File: config.mk
export PLATFORM = sky130hd
export DESIGN_NAME = ddr_rx_gearbox
export DESIGN_NICKNAME = d
export VERILOG_FILES = /design/src/rtl/ddr_rx_gearbox.sv
export SDC_FILE = /design/constraint.sdc
export NUM_CORES = 1
export LEC_CHECK = 0
export ABC_AREA = 1
export CAP_MARGIN = 40
export CORE_MARGIN = 2
export CORE_UTILIZATION = 41
export DETAILED_ROUTE_END_ITERATION = 8
export SLEW_MARGIN = 20
export SYNTH_ARGS = -nofsm -noshare
export SYNTH_HDL_FRONTEND = slang
export SYNTH_SLANG_ARGS = --single-unit
File: constraint.sdc
create_clock -name C -period 14.3 [get_ports C]
set_input_delay 1.43 -clock C [delete_from_list [all_inputs] [get_ports C]]
set_output_delay 1.43 -clock C [all_outputs]
set_load 0.03 [all_outputs]
File: src/rtl/ddr_rx_gearbox.sv
// ddr_rx_gearbox: multi-lane DDR deserializer with per-lane bitslip and pattern-training alignment
module ddr_rx_gearbox #(
  parameter int LANES = 4,
  parameter int RATIO = 8,
  parameter DDR_ALIGNMENT = "C0",
  parameter logic [15:0] TRAIN_PATTERN = 16'h00A5,
  parameter int LOCK_COUNT = 4,
  parameter int SLIP_WAIT = 2
) (
  input  logic                   C,
  input  logic                   R,
  input  logic                   CE,
  input  logic [LANES-1:0]       D_RISE,
  input  logic [LANES-1:0]       D_FALL,
  input  logic                   TRAIN,
  input  logic [LANES-1:0]       BITSLIP,
  output logic [LANES*RATIO-1:0] Q,
  output logic                   Q_VALID,
  output logic [LANES-1:0]       LOCKED,
  output logic                   ALL_LOCKED,
  output logic [LANES-1:0]       FAIL
);
  localparam int HW = 2 * RATIO;
  localparam int OW = $clog2(RATIO);
  localparam int PW = $clog2(RATIO / 2);
  localparam logic [OW-1:0] OMAX = OW'(RATIO - 1);
  localparam logic [PW-1:0] PMAX = PW'(RATIO / 2 - 1);
  localparam logic [3:0] MMAX = 4'(LOCK_COUNT - 1);
  localparam logic [2:0] WMAX = 3'(SLIP_WAIT - 1);
  localparam logic [RATIO-1:0] PAT = TRAIN_PATTERN[RATIO-1:0];
  localparam bit FALL_FIRST = (DDR_ALIGNMENT == "C1");
  typedef enum logic [1:0] {S_IDLE, S_SEARCH, S_WAIT, S_LOCK} state_t;
  logic [HW-1:0]                 r_hist  [LANES];
  logic [OW-1:0]                 r_off   [LANES];
  logic [OW-1:0]                 r_slips [LANES];
  logic [3:0]                    r_match [LANES];
  logic [2:0]                    r_wait  [LANES];
  state_t                        r_state [LANES];
  logic [PW-1:0]                 r_phase;
  logic                          r_train_d;
  logic                          r_valid;
  logic [LANES-1:0][RATIO-1:0]   r_q;
  logic [LANES-1:0]              r_locked;
  logic [LANES-1:0]              r_fail;
  logic [HW-1:0]                 w_hist  [LANES];
  logic [RATIO-1:0]              w_word  [LANES];
  logic                          w_strobe;
  logic                          w_rise;
  logic                          w_fall;
  function automatic logic [OW-1:0] f_inc(input logic [OW-1:0] v);
    return (v == OMAX) ? '0 : v + 1'b1;
  endfunction
  // w_word is the word as it will look after this cycle's shift, seen through the current offset
  always_comb begin
    w_strobe = CE && (r_phase == PMAX);
    w_rise   = TRAIN && !r_train_d;
    w_fall   = !TRAIN && r_train_d;
    for (int n = 0; n < LANES; n++) begin
      w_hist[n] = {r_hist[n][HW-3:0], FALL_FIRST ? {D_FALL[n], D_RISE[n]} : {D_RISE[n], D_FALL[n]}};
      w_word[n] = w_hist[n][r_off[n] +: RATIO];
    end
  end
  always_ff @(posedge C or posedge R) begin
    if (R) begin
      r_phase   <= '0;
      r_train_d <= 1'b0;
      r_valid   <= 1'b0;
      r_q       <= '0;
      r_locked  <= '0;
      r_fail    <= '0;
      for (int n = 0; n < LANES; n++) begin
        r_hist[n]  <= '0;
        r_off[n]   <= '0;
        r_slips[n] <= '0;
        r_match[n] <= '0;
        r_wait[n]  <= '0;
        r_state[n] <= S_IDLE;
      end
    end else begin
      r_train_d <= TRAIN;
      r_valid   <= w_strobe;
      if (CE) r_phase <= w_strobe ? '0 : r_phase + 1'b1;
      for (int n = 0; n < LANES; n++) begin
        if (CE) r_hist[n] <= w_hist[n];
        if (w_strobe) r_q[n] <= w_word[n];
        if (w_rise) begin
          r_state[n]  <= S_SEARCH;
          r_locked[n] <= 1'b0;
          r_fail[n]   <= 1'b0;
          r_match[n]  <= '0;
          r_slips[n]  <= '0;
          r_wait[n]   <= '0;
        end else if (w_fall) begin
          r_state[n] <= S_IDLE;
        end else if (!TRAIN) begin
          r_off[n] <= BITSLIP[n] ? f_inc(r_off[n]) : r_off[n];
        end else if (w_strobe) begin
          case (r_state[n])
            S_SEARCH: begin
              if (w_word[n] == PAT) begin
                r_match[n] <= r_match[n] + 1'b1;
                if (r_match[n] == MMAX) begin
                  r_state[n]  <= S_LOCK;
                  r_locked[n] <= 1'b1;
                end
              end else begin
                r_match[n] <= '0;
                r_off[n]   <= f_inc(r_off[n]);
                r_slips[n] <= f_inc(r_slips[n]);
                r_wait[n]  <= '0;
                r_state[n] <= (SLIP_WAIT == 0) ? S_SEARCH : S_WAIT;
                if (r_slips[n] == OMAX) r_fail[n] <= 1'b1;
              end
            end
            S_WAIT: begin
              r_wait[n] <= r_wait[n] + 1'b1;
              if (r_wait[n] == WMAX) r_state[n] <= S_SEARCH;
            end
            default: ;
          endcase
        end
      end
    end
  end
  assign Q          = r_q;
  assign Q_VALID    = r_valid;
  assign LOCKED     = r_locked;
  assign FAIL       = r_fail;
  assign ALL_LOCKED = &r_locked;
endmodule

Word level (Yosys, flattened, before mapping)
Cells that the tools add are included.
Word-level totals
  output and inout port bits: 42
  bits of input ports: 16
  flip-flop bits (word level): 160
Operators by class
  bitwise operators: 2
  equality and inequality tests: 55
  add/sub/neg operators: 17
  shift operators: 4
  muxes and demuxes: 189
  reduce and logical (&&, ||, !) cells: 66
Operators with widths (number)
  3-bit two-way mux: 72
  4-bit two-way mux: 24
  6-bit AND reduction: 12
  16-bit by 4-bit variable part select with 8-bit output: 4
  5-bit AND reduction: 12
  2-bit two-way mux: 29
  1-bit two-way mux: 56
  2-bit nonzero test: 22
  3-bit by 1-bit adder with 3-bit output, second input constant: 12
  8-bit equality test, second input constant: 4
  3-bit equality test, second input constant: 8
  3-bit one-hot mux with 2 select lines: 4
  5-bit != test, second input constant: 4
  4-bit AND reduction: 5
  2-bit != test, second input constant: 9
  3-bit nonzero test: 6
  4-bit by 1-bit adder with 4-bit output, second input constant: 4
  4-bit by 2-bit equality test with 1-bit output, second input constant: 4
  4-bit != test, second input constant: 4
  2-bit one-hot mux with 2 select lines: 4
  4-bit nonzero test: 4
  3-bit by 1-bit equality test with 1-bit output, second input constant: 4
  3-bit != test, second input constant: 4
  2-bit equality test, second input constant: 5
  other kinds (6): 17

Logic depth before layout (Yosys ltp)
Gate-level depths: netlist of the first run.
  depth after elaboration: 8
  mapped depth: 15
  gate-level depth less buffers: 14

Least setup slack after synthesis of the first run
OpenSTA, ideal clock, no wires.
  path type: register to output
  start point: register r_locked[1], in the netlist LOCKED[1]
  end point: output ALL_LOCKED
  arrival: 1592 ps
  required time: 12870 ps
  path slack: 11278 ps
  stages on the path, launching flop included: 3
  path through: dfrtp_1 > inv_1 > nor4_1
On the way
  cells in the longest elaborated chain, start to end: 1
Ends and longest elaborated chain
  from (decl): line 43  | logic [LANES-1:0] r_locked;
  from (signal assigned): line 69  | r_locked <= '0;
  from (signal, indexed assignment): line 88  | r_locked[n] <= 1'b0;
  from (signal, indexed assignment): line 104  | r_locked[n] <= 1'b1;
  4-bit AND reduction: line 129  | assign ALL_LOCKED = &r_locked;
  to (decl): line 20  | output logic ALL_LOCKED,
Every way passes these cells.

Final worst setup path of the first run
  start point: input TRAIN
  end point: register r_match[7] (netlist name)
On the way
  cells in the longest elaborated chain, start to end: 4
Ends and longest elaborated chain
  from (decl): line 15  | input logic TRAIN,
  1-bit logical NOT
  1-bit logical AND: line 57  | w_fall = !TRAIN && r_train_d;
  2-bit != test (no line)
  4-bit AND reduction (no line)
  to (signal, indexed assignment): line 101  | r_match[n] <= r_match[n] + 1'b1;
  to (decl): line 36  | logic [3:0] r_match [LANES];
Several ways; a longest one is shown, not always the timed one.
A chain may end at the register's enable or synchronous reset.

==> results.cfg, run 1 <==
[clock_tree]
h-tree-depth = 4
insertion_delay_ns = 0.44
post_cts_buffers = 0
tritoncts = built
path_clk_slew_ns = 0.07
clock-sinks = 156
cts_made_buffers = 17
root_buffer = clkbuf_16
cts_hold_buf = 0
cts_resized = 0
clock_path_buffers = 2

[power]
seqPwrFrac_pct = 33.5
irDropWorstVdd_mv = 0.0865
p_comb_share_pct = 44.9
power.leakage_nw = 5.23
internal-power_mw = 1.16
p_clk_share_pct = 21.5
power.density_nw_per_um2 = 201
power.switching_uw = 971
p_sw_share_pct = 45.5
fin_total_pwr_mw = 2.13

[die]
row_count = 55
start_util_pct = 41.4
fp.dieW_um = 155
dieArea_um2 = 23900
core_um2 = 22400
ios = 58
die_h_um = 155

[layout]
layout_commonest_cell = nand2_1
final_cells = 1563
utilization_pct = 47.3
register_area_um2 = 3900
area_growth_pct = 14.2
final_cell_mix = nand2_1, dfrtp_1, nand3_1, inv_1, nor2_1
layout.nets = 1321
num-fill-cells = 2195
antenna_cells = 0
postLayoutCellArea_um2 = 10600
drive_above_1_share_pct = 9.55
multi_input_area_um2 = 4720

[min_path]
min_from = FAIL[1]
holdCritPathClass = register to register

[route]
routed_wl_mm = 21.1
ant_nets = 0
drtPass1Iterations = 5
drt-initial-drc-count = 468
drc = 0
num_vias = 7924
wl_per_cell_um = 13.5
vias_per_cell = 5.07

[timing]
min_period_ns = 4.18
holdWs_ns = 0.475
hold_viol_final = 0
setup_slack_ns = 10.12
period_share_pct = 29.3
setup_viol = 0
tightestPinTransition_ns = 0.710
rsz0062_at_grt = no
slew_headroom_pct = 52.7
max_freq_mhz = 239
drv_slew = 0
setup_tns_ns = 0
finClkSkew_ns = 0.0104

[global_route]
busiest_layer = met2
met3_usage_pct = 3.05
grtUsageMet1_pct = 25.6
grt_pass1_vias = 7373
antenna_found_initial = 0
grt_pass1_wl_mm = 36.2
gr-usage-all-layers_pct = 18.6
gr-total-overflow = 0
grt_max_degree = 101
met2_usage_pct = 30.0

[setup_path]
critPathRequiredTime_ns = 14.63
path_class = input pin to register
rr_startpoint = r_train_d
cp-startpoint = TRAIN
cp.arrival_ns = 4.52
worstSetupEndpointType = register
path_max_fanout = 28
start_kind = input pin

[synth]
synth.avg_cell_area_um2 = 7.55
syn-cell-area_um2 = 9290
synth.yosys.seq_area_share_pct = 42.0
synth_cell_types = 37
synth-seq-cells = 156
ys_warn_count = 0
synth_nets = 1286
synthCells = 1230

[place]
port_buffers = 57
dp.cells = 1529
hpwl_mm = 15.2
finalWeightedCongestion = 0.833
post-place-ws_ns = 9.40
placed_cell_area_um2 = 9990

[run]
drv_cap = 0

[outcome]
status = finished, final reports clean
## Yosys cell counts
master      n  area [um^2]
mux2_2      9          101
inv_2       8         30.0
nand3b_1    1         7.51
nor2_8      3         60.1
nor2_2      7         43.8
nand3_1   141          706
nor2_4      2         22.5
o21ai_2     4         35.0
dfrtp_1   156         3900
a21oi_4     2         32.5
nor3_1      4         20.0
nor2_1     81          304
ha_1       40          500
nand4_1    24          150
a31oi_1    12         75.1
nor3b_1     4         30.0
xnor2_1     4         35.0
a211oi_1    1         7.51
inv_4       4         25.0
nand2_2    25          156
nand3_2     9         90.1
o21ai_0    76          380
nor4_1      1         6.26
inv_1      87          327
o21ai_1     9         45.0
a21oi_1    20          100
nand3_4     2         35.0
a21o_1      2         15.0
clkbuf_1   18         67.6
buf_2      13         65.1
nand2_1   430         1610
nand4_2     4         50.1
buf_6      10          113
nand2_4     2         22.5
buf_4       4         30.0
xor2_1      8         70.1
buf_1       3         11.3
## area by class of cell
| type | instances | share of cell area [%] |
|---|---|---|
| clock inverters | 12 | 1.22 |
| repair buffers | 64 | 6.11 |
| clock buffers | 20 | 4.40 |
| multi-input cells | 927 | 44.5 |
| flip-flops and latches | 156 | 36.8 |
| well taps | 285 | 3.36 |
| inverters | 99 | 3.65 |
## critical path, cell delays in order
cell and delay (ns):
clkdlybuf4s50_1 0.86, ha_1 0.58, inv_2 0.41, o21ai_2 0.15
nand2_2 0.19, a21oi_1 0.28, buf_2 0.26, nand4_1 0.12
xor2_1 0.15, nor2_1 0.06
## state kept, by name, summed over array words and instances, names as in the netlist, 2 cells and up
name	count
r_wait	12
r_state	8
r_hist	52
FAIL	4
Q	32
r_match	16
r_phase	2
r_off	12
r_slips	12
LOCKED	4
## routing by layer
metal | vias to the layer above | wire, um
li1 | 4059 | -
met1 | 3693 | 10300
met2 | 146 | 9720
met3 | 26 | 728
met4 | 0 | 314
met5 | - | 0
## path summary, 6_finish.rpt
path	endpoint	slack, ns	cells after the start
setup / recovery	r_match[7]	10.12	10
hold / removal	FAIL[1]	0.47	2
setup reg to reg	r_match[7]	11.61	10
hold reg to reg	FAIL[1]	0.47	2
max in group asynchronous	r_wait[7]	11.88	3
min in group asynchronous	r_hist[9]	1.38	2
## kinds of logic after synthesis
logic type                 Yosys count  share of synthesized area (%)
and+or+nand+nor                    740                           35.7
DFF                                156                           42.0
buffers and inverters              147                           7.19
AOI/OAI and AO/OA                  126                           7.44
adders and majority gates           40                           5.39
xor gates and xnor gates            12                           1.13
muxes                                9                           1.09
## power by group through the flow
stage | Combinational [mW] | Clock [mW] | Sequential [mW]
2_1_floorplan | 0.714 | 0 | 0.729
5_1_grt | 1.09 | 0.488 | 0.738
3_5_place_dp | 0.960 | 0 | 0.723
4_1_cts | 0.965 | 0.468 | 0.716
3_3_place_gp | 0.952 | 0 | 0.723
6_report | 0.959 | 0.459 | 0.716
Power figures use the tool's default switching activity.
==> run 2, diff against run 1 <==
- clock period: 14.3 -> 3.7 ns (I/O delays scaled with it)
==> results.cfg, run 2 (synthesis results as in run 1) <==
[layout]
final_cell_mix = nand2_1, dfrtp_1, nand3_1, inv_1, nor2_1
drive_above_1_share_pct = 9.90
top_register = r_hist
layout_commonest_cell = nand2_1
antenna_cells = 0
area_growth_pct = 15.0
layout.nets = 1326
largest_reg_flops = 52

[setup_path]
cp.arrival_ns = 2.71
path_class = register to register
ff2ff_setup_slack_ns = 1.32
crit_slowest_cell = dfrtp_1
r2r-end = r_slips[9]
crit_path_max_incr_delay_ns = 0.77
crit_family = simple AND/OR/NAND/NOR gates
cp_common_cell = nand2_1
worstSetupEndpointType = register
rr_startpoint = r_off[9]
worstPathCellList = inv_4 -> nand2_1 -> nand3_1 -> nand2_1 -> nand2_1 -> nand2_1 -> nand2_1 -> nor2_1 -> nand3_1 -> nand2_2 -> inv_1 -> nand2_1 -> nand2_1
start_kind = register
crit_buf_inv = 2
critPathRequiredTime_ns = 4.02
path_max_fanout = 18
path_depth = 13
r2r_cells = 13

[global_route]
gr-usage-all-layers_pct = 19.1
gr-total-overflow = 0
grt_pass1_vias = 7800
antenna_found_initial = 1
grt_pass1_wl_mm = 37.3
grt_max_degree = 100

[clock_tree]
path_clk_slew_ns = 0.06
cts_hold_buf = 0
tritoncts = built
post_cts_buffers = 0
clock_path_buffers = 2
cts_resized = 0
root_buffer = clkbuf_16
h-tree-depth = 4
clock-sinks = 156
insertion_delay_ns = 0.43
cts_made_buffers = 17

[power]
seqPwrFrac_pct = 33.1
p_clk_share_pct = 21.9
power.switching_mw = 3.72
power.leakage_nw = 5.26
p_comb_share_pct = 45.0
power.density_nw_per_um2 = 777
p_sw_share_pct = 44.8
internal-power_mw = 4.58
irDropWorstVdd_mv = 0.362

[die]
start_util_pct = 41.4
core_um2 = 22400
ios = 58
fp.dieW_um = 155
row_count = 55
dieArea_um2 = 23900
die_h_um = 155

[route]
drc = 0
drtPass1Iterations = 5
wl_per_cell_um = 13.6
drt-initial-drc-count = 341
vias_per_cell = 5.00
num_vias = 7845
ant_nets = 0
routed_wl_mm = 21.3

[min_path]
holdCritPathClass = input pin to asynchronous set/reset pin

[place]
port_buffers = 57
post-place-ws_ns = 0.923
finalWeightedCongestion = 0.871
hpwl_mm = 15.5

[timing]
setup_slack_ns = 1.32
setup_viol = 0
period_share_pct = 64.5
min_period_ns = 2.38
tightestPinTransition_ns = 0.699
hold_viol_final = 0
setup_tns_ns = 0
max_freq_mhz = 419
rsz0062_at_grt = no
slew_headroom_pct = 53.4
finClkSkew_ns = 0.0126
drv_slew = 0

[outcome]
status = finished, final reports clean

[run]
drv_cap = 0
run 2: cell count changes in the layout (fill, tap and decap cells not counted), sizes merged:
cell | previous run | this run
inv | 105 | 98
clkbuf | 20 | 18
clkinv | 5 | 8
bufinv | 1 | 3
clkinvlp | 0 | 4
buf | 8 | 13
run 2: layer usage:
layer  vias to the layer above  routed length (um)  global-route usage (%)
met3                        31                 741                    3.53
met2                       121                9620                    30.8
met4                         0                 403                    6.66
li1                       4063                   -                       -
met5                         -                   0                       0
met1                      3630               10500                    25.9
run 2: area by class of cell:
type	count	area, um^2
flip-flops and latches	156	3900
well taps	285	357
multi-input cells	927	4720
clock inverters	14	171
inverters	99	385
repair buffers	69	713
clock buffers	18	439
fillers	2233	11700
run 2: how the worst max path moves through the flow:
stage | start | endpoint
final | r_off[9] | r_slips[9]
after global routing | r_off[9] | r_slips[9]
after CTS | r_off[0] | r_slips[0]
after detailed placement | TRAIN | r_wait[0]
after global placement | TRAIN | r_wait[3]
after floorplan | R | FAIL[0]
run 2: power by group through the flow:
stage               combinational (mW)  sequential (mW)  clock, mW
CTS                               3.76             2.74       1.86
detailed placement                3.74             2.77          0
finish                            3.73             2.74       1.82
global route                      4.28             2.83       1.93
global placement                  3.71             2.76          0
floorplan                         2.76             2.82          0
run 2: metrics by stage:
| step | utilization, % | instances | power [mW] | cell area (um^2) | hold WS (ns) |
|---|---|---|---|---|---|
| global route | 47.6 | 1568 | 9.04 | 10700 | 0.255 |
| finish | 47.6 | 1568 | 8.30 | 10700 | 0.241 |
| global placement | 44.7 | 1534 | 6.47 | 10000 | 0.458 |
| CTS | 47.5 | 1567 | 8.36 | 10700 | 0.239 |
| detailed placement | 44.8 | 1535 | 6.51 | 10000 | 0.459 |
| floorplan | - | 1230 | 5.58 | 9290 | 0.401 |
